==> src/rtl/ppc_types.sv <==
// Shared types for the result broadcast path: CDB entry layout used by units,
// reservation stations and the CDB arbiter, plus the round-robin pointer step.
package ppc_types;

  localparam int CDB_RS_ID_W = 5;
  localparam int CDB_VALUE_W = 32;

  typedef struct packed {
    logic                   valid;
    logic [CDB_RS_ID_W-1:0] rs_id;
    logic [CDB_VALUE_W-1:0] value;
  } cdb_entry_t;

  // Pointer moves to the slot just past the winner so the winner becomes lowest priority.
  function automatic int rr_next(input int idx, input int n);
    return (idx + 1 >= n) ? 0 : idx + 1;
  endfunction

endpackage

==> src/rtl/rr_arbiter.sv <==
// Combinational round-robin picker: first set req bit at or above ptr, wrapping.
// Zero latency; produces a one-hot grant and the matching binary index.
module rr_arbiter #(
  parameter int N     = 4,
  parameter int IDX_W = (N > 1) ? $clog2(N) : 1
) (
  input  logic [N-1:0]     req,
  input  logic [IDX_W-1:0] ptr,
  output logic [N-1:0]     grant,
  output logic [IDX_W-1:0] grant_idx
);

  logic             w_found;
  logic [IDX_W-1:0] w_j;

  always_comb begin
    grant     = '0;
    grant_idx = '0;
    w_found   = 1'b0;
    w_j       = '0;
    for (int k = 0; k < N; k++) begin
      w_j = IDX_W'((int'(ptr) + k) % N);
      if (!w_found && req[w_j]) begin
        grant[w_j] = 1'b1;
        grant_idx  = w_j;
        w_found    = 1'b1;
      end
    end
  end

endmodule

==> src/rtl/cdb_arbiter.sv <==
// Round-robin arbiter of execution-unit results onto the common data bus; one
// transfer per cycle, broadcast registered 1 cycle later. CDB_STALL_COUNT_EN adds stall_count.
module cdb_arbiter
  import ppc_types::*;
#(
  parameter int NUM_UNITS     = 4,
  parameter int OPERAND_WIDTH = 32,
  parameter int RS_ID_WIDTH   = 5
) (
  input  logic                                      clk,
  input  logic                                      rst,
  input  logic [NUM_UNITS-1:0]                      unit_valid,
  output logic [NUM_UNITS-1:0]                      unit_ready,
  input  logic [NUM_UNITS-1:0][RS_ID_WIDTH-1:0]     unit_rs_id,
  input  logic [NUM_UNITS-1:0][OPERAND_WIDTH-1:0]   unit_value,
  output logic                                      cdb_valid,
  output logic [RS_ID_WIDTH-1:0]                    cdb_rs_id,
  output logic [OPERAND_WIDTH-1:0]                  cdb_value
`ifdef CDB_STALL_COUNT_EN
  ,
  output logic [15:0]                               stall_count
`endif
);

  localparam int IDX_W = $clog2(NUM_UNITS);

  logic [NUM_UNITS-1:0]     w_req;
  logic [NUM_UNITS-1:0]     w_grant;
  logic [IDX_W-1:0]         w_grant_idx;
  logic                     w_xfer;
  logic [IDX_W-1:0]         r_rr_ptr;
  logic                     r_cdb_valid;
  logic [RS_ID_WIDTH-1:0]   r_cdb_rs_id;
  logic [OPERAND_WIDTH-1:0] r_cdb_value;

  // Masking requests during reset keeps unit_ready low so no requester believes it was accepted.
  assign w_req = rst ? '0 : unit_valid;

  rr_arbiter #(
    .N     (NUM_UNITS),
    .IDX_W (IDX_W)
  ) u_rr (
    .req       (w_req),
    .ptr       (r_rr_ptr),
    .grant     (w_grant),
    .grant_idx (w_grant_idx)
  );

  assign unit_ready = w_grant;
  assign w_xfer     = |w_grant;

  always_ff @(posedge clk or posedge rst) begin
    if (rst) begin
      r_rr_ptr <= '0;
    end else if (w_xfer) begin
      r_rr_ptr <= IDX_W'(rr_next(int'(w_grant_idx), NUM_UNITS));
    end
  end

  always_ff @(posedge clk or posedge rst) begin
    if (rst) begin
      r_cdb_valid <= 1'b0;
      r_cdb_rs_id <= '0;
      r_cdb_value <= '0;
    end else begin
      r_cdb_valid <= w_xfer;
      if (w_xfer) begin
        r_cdb_rs_id <= unit_rs_id[w_grant_idx];
        r_cdb_value <= unit_value[w_grant_idx];
      end
    end
  end

  assign cdb_valid = r_cdb_valid;
  assign cdb_rs_id = r_cdb_rs_id;
  assign cdb_value = r_cdb_value;

`ifdef CDB_STALL_COUNT_EN
  logic [15:0] r_stall_count;
  logic        w_stall;

  assign w_stall = |(unit_valid & ~w_grant);

  always_ff @(posedge clk or posedge rst) begin
    if (rst) begin
      r_stall_count <= '0;
    end else if (w_stall && (r_stall_count != 16'hFFFF)) begin
      r_stall_count <= r_stall_count + 16'd1;
    end
  end

  assign stall_count = r_stall_count;
`endif

endmodule

==> config.mk <==
export PLATFORM = sky130hd
export DESIGN_NAME = cdb_arbiter
export DESIGN_NICKNAME = d
export VERILOG_FILES = /design/src/rtl/ppc_types.sv /design/src/rtl/rr_arbiter.sv /design/src/rtl/cdb_arbiter.sv
export SDC_FILE = /design/constraint.sdc
export NUM_CORES = 1
export LEC_CHECK = 0
export ABC_AREA = 0
export CORE_MARGIN = 5
export CORE_UTILIZATION = 36
export DETAILED_ROUTE_END_ITERATION = 12
export GPL_TIMING_DRIVEN = 0
export HOLD_SLACK_MARGIN = 0.08
export PLACE_DENSITY = 0.86
export SYNTH_ARGS = -nofsm -noshare
export SYNTH_HDL_FRONTEND = slang
export SYNTH_HIERARCHICAL = 1
export SYNTH_SLANG_ARGS = --single-unit
export TNS_END_PERCENT = 50
==> constraint.sdc <==
create_clock -name clk -period 4.5 [get_ports clk]
set_input_delay 1.35 -clock clk [delete_from_list [all_inputs] [get_ports clk]]
set_output_delay 1.35 -clock clk [all_outputs]
set_load 0.005 [all_outputs]
After elaboration in Yosys (flattened, before gate mapping):

Cells that the tools add are included.

* input bits: 154
* logic and storage cells: 65
* bits in registers: 40

* magnitude comparators: 10
* add/subtract/negate cells: 4
* multiplexer cells: 33
* reduce and logical (&&, ||, !) cells: 11
* bitwise operators: 3

Operator list (count)
* 32-bit binary-select mux with 2-bit select: 1
* 32-bit two-way mux: 1
* 4-bit two-way mux: 5
* 2-bit by 3-bit < comparator with 1-bit output, second input constant: 5
* 4-bit bitwise OR: 3
* 1-bit two-way mux: 11
* 5-bit binary-select mux with 2-bit select: 1
* 2-bit two-way mux: 5
* 1-bit binary-select mux with 2-bit select: 4
* 1-bit demux with 2-bit select: 4
* 2-bit by 1-bit >= comparator with 1-bit output, second input constant: 4
* 1-bit logical AND: 7
* 5-bit two-way mux: 1
* 2-bit adder, second input constant: 2
* 4-bit OR reduction: 1
* 2-bit by 1-bit adder with 3-bit output, second input constant: 1
* 3-bit >= comparator, second input constant: 1
* 1-bit logical NOT: 3
* 2-bit by 1-bit adder with 2-bit output, second input constant: 1

Logic depth before layout (Yosys ltp):

* depth after elaboration: 16
* depth in mapped cells: 12
* mapped depth without buffers: 9

Cells and area by module:

The synthesis kept the hierarchy.

By module, submodules not included
* cdb_arbiter: instances 1, area each 2403.6 sq um, cells each 137, seq. area each 1001.0 sq um
* rr_arbiter: instances 1, area each 489.2 sq um, cells each 65, seq. area each 0.0 sq um

Worst setup path after synthesis:

No wires, ideal clock.

* path type: in2out
* from: input port unit_valid[0]
* to: output port unit_ready[3]
* slack: 0.455 ns
* required time: 3.150 ns
* buffers on the path: 1
* stages: 6
* arrival time: 2.695 ns
* path through: nor2b_1 > clkbuf_2 > mux4_2 > or2_4 > nor2b_4 > a221o_2

* longest elaborated chain between the ends: 13

Ends and longest elaborated chain
* start, declared: line cdb_arbiter.sv:12 `input logic [NUM_UNITS-1:0] unit_valid,`
* 4-bit two-way mux (*): line cdb_arbiter.sv:37 `assign w_req = rst ? '0 : unit_valid;`
* 1-bit binary-select mux with 2-bit select: line rr_arbiter.sv:23 `if (!w_found && req[w_j]) begin`
* 1-bit two-way mux (implied by the code): line rr_arbiter.sv:23
* 1-bit two-way mux: line rr_arbiter.sv:23
* 1-bit logical NOT: line rr_arbiter.sv:23
* 1-bit logical AND: line rr_arbiter.sv:23
* 1-bit two-way mux: line rr_arbiter.sv:23
* 1-bit logical NOT: line rr_arbiter.sv:23
* 1-bit logical AND: line rr_arbiter.sv:23
* 1-bit two-way mux: line rr_arbiter.sv:23
* 1-bit logical NOT: line rr_arbiter.sv:23
* 1-bit logical AND: line rr_arbiter.sv:23
* 4-bit two-way mux (*): line rr_arbiter.sv:23
* end, declared: line cdb_arbiter.sv:13 `output logic [NUM_UNITS-1:0] unit_ready,`

Every way passes the cells marked *; elsewhere a longest branch is shown, timed or not. The select of a mux whose other input is x is not followed.

Worst setup path after layout:

* from: input port unit_valid[2]
* to: output port unit_ready[3]

* longest elaborated chain between the ends: 13

Ends and longest elaborated chain
* 4-bit two-way mux (*): line cdb_arbiter.sv:37
* via w_req[2]: line cdb_arbiter.sv:27 `logic [NUM_UNITS-1:0] w_req;`
* 1-bit binary-select mux with 2-bit select: line rr_arbiter.sv:23
* 1-bit two-way mux (implied by the code): line rr_arbiter.sv:23
* 1-bit two-way mux: line rr_arbiter.sv:23
* 1-bit logical NOT: line rr_arbiter.sv:23
* 1-bit logical AND: line rr_arbiter.sv:23
* 1-bit two-way mux: line rr_arbiter.sv:23
* 1-bit logical NOT: line rr_arbiter.sv:23
* 1-bit logical AND: line rr_arbiter.sv:23
* 1-bit two-way mux: line rr_arbiter.sv:23
* 1-bit logical NOT: line rr_arbiter.sv:23
* 1-bit logical AND: line rr_arbiter.sv:23
* 4-bit two-way mux (*): line rr_arbiter.sv:23

The timed path passes the listed nets; every way through them passes the cells marked *. The select of a mux whose other input is x is not followed.

==> flow_summary.json <==
{
  "async_flop_share_pct": 100,
  "antennaDiodeCount": 0,
  "synthesis.instances": 202,
  "grt_pass1_vias": 2982,
  "clockBufferDepth": 2,
  "antenna_left": 0,
  "clock_skew_ns": 0.00961,
  "drtIter0Drc": 67,
  "firstDrtPassIters": 4,
  "cts_max_level": 2,
  "hpwlAfterDp_mm": 8.24,
  "synth_common_cells": "dfrtp_1 (40), mux4_2 (40), mux2_2 (38)",
  "power.density_mw_per_mm2": 738,
  "ys_top_cells_by_area": "dfrtp_1 (35%), mux4_2 (31%), mux2_2 (15%), ha_1 (2.6%), buf_2 (1.6%)",
  "slew-limit-headroom_pct": 44.3,
  "antenna_found_initial": 0,
  "finalMaxSlewViolations": 0,
  "die_h_um": 99.6,
  "period_minus_slack_ns": 4.39,
  "required_ns": 3.15,
  "ys_seq_area_share_pct": 34.6,
  "cts_sinks": 40,
  "drv_cap": 0,
  "leakage_nw": 2.03,
  "yosysTopAreaCell": "dfrtp_1",
  "min_period_over_period_pct": 97.6,
  "stdcell_area_mm2": 0.00518,
  "grt_pass1_wl_mm": 15.7,
  "grt_max_degree": 41,
  "worst_pin_slew_ns": 0.834,
  "max-vdd-ir-drop_mv": 0.326,
  "fin_util_pct": 66.7,
  "regArea_mm2": 0.00100,
  "multi_input_area_mm2": 0.00179,
  "netlist.area_leader.share_pct": 34.6,
  "place.gp.congestion": 0.824,
  "synth.lib_cells_used.distinct": 33,
  "cts_made_buffers": 5,
  "core_area_mm2": 0.00777,
  "synthFlopType": "dfrtp_1",
  "io_pins": 196,
  "root_buffer": "clkbuf_8",
  "insertion_delay_ns": 0.29,
  "syn-cell-area_mm2": 0.00289,
  "io_buffers": 195,
  "die_w_um": 99.6,
  "area_growth_pct": 79.2,
  "cts_tree": "done",
  "viasPerCell": 5.15,
  "hold_viol": 0,
  "via_count": 2653,
  "cp-end-kind": "output port",
  "max_freq_mhz": 228,
  "crit_arrival_ns": 3.04,
  "status": "finished clean",
  "dpl_cell_area_mm2": 0.00497,
  "syn_area_per_cell_um2": 14.3,
  "overflow": 0,
  "die_area_mm2": 0.00993,
  "syn_nets": 362,
  "setup_viol": 0,
  "final_nets": 572,
  "path_clk_slew_ns": 0.08,
  "start_util_pct": 37.2,
  "wire_per_inst_um": 19.5,
  "holdCritPathClass": "flop to flop",
  "crit_type": "input port to output port",
  "routed_wl_mm": 10.0,
  "ys_seq_elements": 40,
  "drc_errors": 0,
  "critPathLaunchType": "input port",
  "worstPathMaxFanout": 5,
  "fp-row-count": 32,
  "synth_edf_count": 0,
  "rsz0062_at_grt": "false",
  "grt_usage_pct": 20.2,
  "layout-drive-gt1-share_pct": 30.8,
  "power.total_mw": 3.82,
  "synth_warnings": 6,
  "fillers": 586
}
registers in the layout (all words and copies together) (netlist names):
register	flops
cdb_value	32
cdb_rs_id	5
r_rr_ptr	2
cdb_valid	1
cell families after synthesis:
logic type	synth area share, %
multiplexers	47.0
flip-flops	34.6
AND/OR/NAND/NOR	5.84
buffers and inverters	4.67
AO/OA/AOI/OAI	5.28
adder cells (fa/ha/maj)	2.60
cells in the final DEF (no fill, tap or decap), types with 2 or more instances in the layout:
| cell type | count |
|---|---|
| nand2_1 | 10 |
| ha_1 | 6 |
| clkbuf_8 | 5 |
| dfrtp_1 | 40 |
| a221o_2 | 4 |
| mux2_2 | 38 |
| and3b_1 | 2 |
| dlygate4sd2_1 | 4 |
| nor2_1 | 4 |
| clkdlybuf4s50_1 | 186 |
| buf_2 | 11 |
| buf_6 | 10 |
| mux2i_1 | 2 |
| nor2b_4 | 5 |
| a31oi_1 | 2 |
| mux4_2 | 40 |
| clkbuf_1 | 4 |
| nor3b_1 | 2 |
| inv_1 | 4 |
| nand2b_1 | 2 |
| buf_4 | 8 |
| o21ai_0 | 8 |
worst paths after layout:
check / slack, ns / cells after the start / startpoint / endpoint
min in group asynchronous: 1.33 / 2 / rst / cdb_value[5]
hold reg to reg: 0.51 / 1 / cdb_value[11] / cdb_value[11]
setup / recovery: 0.11 / 8 / unit_valid[2] / unit_ready[3]
setup reg to reg: 0.62 / 13 / r_rr_ptr[0] / cdb_value[10]
max in group asynchronous: 2.63 / 2 / rst / cdb_value[18]
hold / removal: 0.51 / 1 / cdb_value[11] / cdb_value[11]
metrics by stage:
stage                     setup WS, ns  std cells  hold slack, ns  TNS, ns
after floorplan                  0.455        202           0.504        0
after global placement          -0.633        499           0.487    -9.60
after detailed placement        -0.717        499           0.492   -12.93
after CTS                       0.0127        517           0.510        0
after global routing            0.0411        515           0.515        0
final                            0.108        515           0.507        0
power by group:
| part | internal, mW | leakage (nW) | switching, mW |
|---|---|---|---|
| combinational | 1.74 | 1.51 | 1.11 |
| sequential | 0.586 | 0.468 | 0.104 |
| clock | 0.165 | 0.0552 | 0.122 |
| total | 2.49 | 2.03 | 1.34 |
repair_timing:
action                                  CTS  global route
pin swaps                                 2             2
hold buffers                              0             0
setup buffers                            12             0
resized for setup                        40             4
endpoints found under the setup margin    4             4
cell type report:
cell class | instances | share of cell area [%]
Sequential cell | 40 | 19.3
Clock inverter | 2 | 0.676
Timing Repair Buffer | 207 | 39.4
Multi-Input combinational cell | 138 | 34.6
Tap cell | 102 | 2.46
Buffer | 15 | 1.86
Inverter | 5 | 0.362
Clock buffer | 6 | 1.40
layer usage:
metal  share of wire [%]  global-route usage (%)  up-vias
li1                    -                       -     1216
met1                  36                    21.8     1276
met2                  52                    36.6      149
met3                  10                    7.92       12
met4                 1.7                    5.46        0
met5                   0                       0        -
worst max-delay path, cell delays in order:
cell and delay (ns):
dlygate4sd2_1 0.24, nor2b_4 0.14, mux4_2 0.51, or2_4 0.29, nor2b_4 0.14, buf_6 0.11
a221o_2 0.16, buf_6 0.10
Power figures use the tool's default switching activity.
